`src/rtl/membrane_accumulator.sv`:
```
// rtl/membrane_accumulator.sv - accumulates NUM_PSUM partial sums per timestep into a membrane potential
// Optional feature: define ACC_SATURATE_EN to clamp on overflow and drive sat_flag (default build wraps).
module membrane_accumulator #(
  parameter int WIDTH    = 8,
  parameter int NUM_PSUM = 3
) (
  input  logic             clk,
  input  logic             rst,
  input  logic             psum_valid,
  output logic             psum_ready,
  input  logic [WIDTH-1:0] psum_data,
  input  logic             res_valid,
  output logic             res_ready,
  input  logic [WIDTH-1:0] res_data,
  output logic             pot_valid,
  input  logic             pot_ready,
  output logic [WIDTH-1:0] pot_data,
  output logic             sat_flag,
  output logic             busy
);

  localparam logic [1:0] ACCUM    = 2'd0;
  localparam logic [1:0] SEND     = 2'd1;
  localparam logic [1:0] WAIT_RES = 2'd2;
  localparam logic [7:0] LAST_CNT = 8'(NUM_PSUM - 1);

  logic [1:0]       state;
  logic [WIDTH-1:0] acc;
  logic [7:0]       cnt;
  logic [WIDTH:0]   sum;
  logic [WIDTH-1:0] acc_next;
  logic             psum_fire;
  logic             res_fire;
  logic             pot_fire;

  // Handshake outputs decode registered state only, keeping inputs off output paths.
  assign psum_ready = (state == ACCUM);
  assign res_ready  = (state == WAIT_RES);
  assign pot_valid  = (state == SEND);
  assign pot_data   = pot_valid ? acc : '0;
  assign busy       = (state != ACCUM) || (cnt != 8'd0);

  assign psum_fire = psum_valid && psum_ready;
  assign res_fire  = res_valid && res_ready;
  assign pot_fire  = pot_valid && pot_ready;

  assign sum = {1'b0, acc} + {1'b0, psum_data};

`ifdef ACC_SATURATE_EN
  assign acc_next = sum[WIDTH] ? {WIDTH{1'b1}} : sum[WIDTH-1:0];

  always_ff @(posedge clk or posedge rst) begin
    if (rst) begin
      sat_flag <= 1'b0;
    end else if (psum_fire && sum[WIDTH]) begin
      sat_flag <= 1'b1;
    end
  end
`else
  logic unused_carry;
  assign unused_carry = sum[WIDTH];
  assign acc_next     = sum[WIDTH-1:0];
  assign sat_flag     = 1'b0;
`endif

  always_ff @(posedge clk or posedge rst) begin
    if (rst) begin
      state <= ACCUM;
      acc   <= '0;
      cnt   <= 8'd0;
    end else begin
      case (state)
        ACCUM: begin
          if (psum_fire) begin
            acc <= acc_next;
            if (cnt == LAST_CNT) begin
              cnt   <= 8'd0;
              state <= SEND;
            end else begin
              cnt <= cnt + 8'd1;
            end
          end
        end
        SEND: begin
          if (pot_fire) begin
            state <= WAIT_RES;
          end
        end
        WAIT_RES: begin
          if (res_fire) begin
            acc   <= res_data;
            state <= ACCUM;
          end
        end
        default: state <= ACCUM;
      endcase
    end
  end

endmodule

```
`config.mk`:
```
export PLATFORM = sky130hd
export DESIGN_NAME = membrane_accumulator
export DESIGN_NICKNAME = d
export VERILOG_FILES = /design/src/rtl/membrane_accumulator.sv
export SDC_FILE = /design/constraint.sdc
export NUM_CORES = 1
export LEC_CHECK = 0
export CORE_MARGIN = 10
export CORE_UTILIZATION = 25
export DETAILED_ROUTE_END_ITERATION = 6
export GPL_TIMING_DRIVEN = 1
export PLACE_DENSITY_LB_ADDON = 0.1
export SYNTH_ARGS = -nofsm -noshare
export SYNTH_HDL_FRONTEND = slang
export SYNTH_SLANG_ARGS = --single-unit
```
`constraint.sdc`:
```
create_clock -name clk -period 4.9 [get_ports clk]
set_input_delay 1.47 -clock clk [delete_from_list [all_inputs] [get_ports clk]]
set_output_delay 1.47 -clock clk [all_outputs]
set_load 0.05 [all_outputs]
```
# After elaboration in Yosys (flattened, before gate mapping)
# Index checks and enable logic that the tools add are counted.
[totals] reg_bits=18 input_bits=21 out_inout_bits=13 wordCells=33
[op_classes] addsub=2 eq_ne=7 mux=10 reduce_logical=11
[op_table] operator="8-bit two-way mux" n=4
[op_table] operator="8-bit case mux with 2 select lines" n=1
[op_table] operator="8-bit by 1-bit adder with 8-bit output, second input constant" n=1
[op_table] operator="8-bit adder" n=1
[op_table] operator="8-bit by 2-bit equality test with 1-bit output, second input constant" n=1
[op_table] operator="2-bit two-way mux" n=4
[op_table] operator="2-bit by 1-bit inequality test with 1-bit output, second input constant" n=4
[op_table] operator="8-bit nonzero test" n=1
[op_table] operator="2-bit case mux with 3 select lines" n=1
[op_table] operator="4-bit AND reduction" n=1
[op_table] operator="2-bit nonzero test" n=2
[op_table] operator="1-bit logical AND" n=3
[op_table] operator="3-bit AND reduction" n=1
[op_table] operator="2-bit by 1-bit equality test with 1-bit output, second input constant" n=1
[op_table] operator="2-bit equality test, second input constant" n=1
[op_table] operator="2-bit logical NOT" n=1
[op_table] operator="2-bit AND reduction" n=1
[op_table] operator="1-bit logical OR" n=1

# Logic depth before layout (Yosys ltp)
[logic_depth] word_depth=4 mapped_depth=8 mapped_depth_nobuf=8

# Worst setup path after synthesis
# No wires, ideal clock.
[synth_timing] path_kind="reg2out" from="register state[0]" to="output port pot_data[1]" arrival_time_ps=1994 required_ps=3430 path_slack_ps=1436 path_stages_with_launch=5 path_buffers=1 cell_sequence="dfrtp_1 > nor2b_1 > clkbuf_1 > inv_1 > nor2_1"
[synth_between] elab_chain_cells=2
[synth_rtl] item="start: declaration" line="27" rtl="logic [1:0] state;"
[synth_rtl] item="start signal: assignment" line="68" rtl="state <= ACCUM;"
[synth_rtl] item="start signal: assignment" line="78" rtl="state <= SEND;"
[synth_rtl] item="start signal: assignment" line="86" rtl="state <= WAIT_RES;"
[synth_rtl] item="2-bit by 1-bit equality test with 1-bit output" line="39" rtl="assign pot_valid = (state == SEND);"
[synth_rtl] item="net pot_valid" line="15" rtl="output logic pot_valid,"
[synth_rtl] item="8-bit two-way mux" line="40" rtl="assign pot_data = pot_valid ? acc : '0;"
[synth_rtl] item="end: declaration" line="17" rtl="output logic [WIDTH-1:0] pot_data,"
# The timed path passes the listed nets, and every way through them passes these cells.

# Worst setup path in the final report
[layout_timing] from="register state[0]" to="output port pot_data[4]"
[layout_between] elab_chain_cells=2
[layout_rtl] item="2-bit by 1-bit equality test with 1-bit output" line="39"
[layout_rtl] item="8-bit two-way mux" line="40"
# No other way between the ends.

==> reports/qor.csv <==
metric;value;unit
total wire length;3390;um
Initial Utilization;0.258;
Post-Place Setup Slack;1.30;ns
Cell Area, Synth;1230;sq um
Worst Hold Depth;1;
Max VDD drop;265;uV
Detail Placement HPWL;2760;um
critical path arrival;2.39;ns
Total GRT Usage;0.0849;
clock skew;0.00744;ns
Clock Tree Root;clkbuf_8;
routability cong.;0.791;
crit path max fanout;8;
initial DRC count;28;
Rel. slew slack;0.504;
Tcrit/Tclk final;0.787;
hold bufs inserted after CTS;0;
die area;8120;sq um
antenna violations before repair;0;
drt first pass iters;4;
pin count of the biggest net entering global routing;19;
CP Capture Type;output pin;
Seq/Total Area, Yosys;0.367;
worst hold start;cnt[7];
Die W;90.1;um
H-tree levels;1;
Final setup violation count;0;
Post-CTS Resized;0;
startpoint types;flip-flop;
Clock transition at path regs;0.08;ns
Worst-Skew Late Latency;0.26;ns
RSZ-0062 raised after global routing;false;
I/O pin count;34;
max cap viols;0;
Final Critical Period;3.86;ns
global-route wire length before repair;5800;um
critical path required time;3.43;ns
total vias in the final route;1113;
nets;209;
diode count;0;
vias in the first global route;1199;
# fillers;525;
CP peak stage delay;0.82;ns
Post CTS Setup Buffer Count;0;
layout cell share with drive strength beyond 1;0.0568;
TritonCTS Buffers;3;
r2r setup slk;3.04;ns
final worst slack;1.04;ns
vias per cell;4.58;
worst path cell trace;nor2b_1, inv_1, nor2_1, clkdlybuf4s50_1;
average size of a mapped cell;8.59;sq um
Netlist cell types;36;
Fmax;0.259;GHz
Rows;25;
syn_nets;175;
Yosys Warn Count;0;
Hold Violations, Final;0;
setup TNS;0;ns
Remaining DRCs;0;
clk sink count;18;
FF-to-FF path depth;8;
outcome;finished clean;
DR WL/cell;13.9;um
number of buffers on the longest clock path;2;
power density cells;590;nW/um^2
worst r2r src;acc[0];
Leak;0.704;nW
core area;4750;sq um
Final ANT Viol Nets;0;
max-slew violation count;0;
Port Buffers;32;
Seq cells post-synth;18;
Slew @ Worst Pin;0.743;ns
CTS tree;yes;
R2R Path End;acc[6];
total gr overflow;0;
Mapped Cells;143;
worst hold path type;flip-flop to flip-flop;
slowest stage cell, crit path;clkdlybuf4s50_1;
Setup CP Type;flip-flop to output pin;
Layout Area Growth over Synthesis;36.0;%
WHS Endpoint;cnt[7];
Die Height;90.1;um
==> area by class of cell <==
cell class	count	area, sq um	area share
multi-input cells	110	717	0.429
flip-flops and latches	18	450	0.269
repair buffers	32	320	0.192
well taps	67	83.8	0.0501
clock buffers	4	55.1	0.0329
inverters	12	45.0	0.0269
==> worst max-delay path by stage <==
stage / startpoint / to / slack (ns)
2_1_floorplan: state[0] / pot_data[1] / 1.44
5_1_grt: state[0] / pot_data[3] / 0.77
3_5_place_dp: state[0] / pot_data[4] / 1.30
3_3_place_gp: state[0] / pot_data[4] / 1.38
6_report: state[0] / pot_data[4] / 1.04
4_1_cts: state[0] / pot_data[4] / 1.0
==> worst max-delay path: cells and delay by family (launching register included) <==
kind / cells / cell delay [ns]
buffers and inverters: 2 / 1.01
flip-flops: 1 / 0.47
AND/OR/NAND/NOR: 2 / 0.64
==> cells in the mapped netlist (all sizes together) <==
master,instances,area share
o21ai,15,0.061
nand4,2,0.010
mux2i,1,0.0081
ha,10,0.10
or2b,1,0.0092
and2,5,0.025
a21o,1,0.0061
or4,4,0.024
a31oi,1,0.0051
nor3b,1,0.0061
nand2,10,0.031
nand3,10,0.041
clkbuf,1,0.0031
dfrtp,18,0.37
and4,1,0.0071
nor3,6,0.033
buf,2,0.010
o221ai,2,0.014
and3,1,0.0061
o22ai,1,0.0051
fa,1,0.016
a21oi,10,0.041
conb,1,0.0031
o31a,1,0.0071
o21a,2,0.012
xor2,2,0.014
nor2,12,0.039
inv,12,0.037
a211oi,1,0.0061
xnor2,5,0.036
nor2b,3,0.015
==> logic make-up (layout without fill, tap and decap cells) <==
| family | Yosys count | in the layout | synth area share |
|---|---|---|---|
| DFF | 18 | 18 | 0.367 |
| muxes | 1 | 1 | 0.00815 |
| other | 1 | 1 | 0.00305 |
| adders and majority gates | 11 | 11 | 0.118 |
| and+or+nand+nor | 56 | 56 | 0.246 |
| AOI/OAI and AO/OA | 34 | 34 | 0.158 |
| buffers and inverters | 15 | 48 | 0.0499 |
| xor gates and xnor gates | 7 | 7 | 0.0499 |
==> where the power goes <==
part	switching (W)	internal, W	total (W)
sequential	0.0000595	0.000209	0.000269
clock	0.0000524	0.0000714	0.000124
combinational	0.000364	0.000229	0.000593
total	0.000476	0.000510	0.000986
==> registers in the layout, summed over array words and instances (netlist names) <==
signal and flops:
cnt 8, acc 8, state 2
==> through the flow <==
stage	area [sq um]	total power, W	utilization	cells	hold WS (ns)
after floorplan	1230	0.000697	-	143	0.437
after global placement	1620	0.000871	0.340	239	0.463
after detailed placement	1620	0.000871	0.340	239	0.475
after CTS	1670	0.00100	0.352	243	0.488
after global routing	1670	0.00109	0.352	243	0.529
final	1670	0.000986	0.352	243	0.484
==> layout by cell type (no fill, tap or decap) <==
cell             Yosys  routed
clkdlybuf4s50_1      0      32
nor2_1              11      11
o21ai_0             14      14
nand3_1             10      10
o31a_1               1       1
inv_2                1       1
nor2b_1              3       3
nor3_2               2       2
nand2_1             10      10
a211oi_1             1       1
clkbuf_8             0       4
o221ai_1             2       2
and4_1               1       1
or2b_4               1       1
a21o_1               1       1
o21a_1               2       2
o22ai_1              1       1
nand4_1              2       2
fa_1                 1       1
and3_2               1       1
conb_1               1       1
and2_1               5       5
nor3b_1              1       1
nor3_1               4       4
nor2_2               1       1
dfrtp_1             18      18
o21ai_1              1       1
mux2i_1              1       1
or4_1                4       4
a31oi_1              1       1
ha_1                10      10
inv_1               11      11
xor2_1               2       2
xnor2_1              5       5
a21oi_1             10      10
==> per-layer routing <==
metal  global-route usage  vias to the layer above  routed length (um)
met5                    0                        -                   0
met4               0.0119                        0                   0
met3               0.0341                        0                 155
met2                0.143                       19                1640
met1                0.101                      528                1590
li1                     -                      566                   -
No activity file was read; power rests on OpenSTA's default activity.
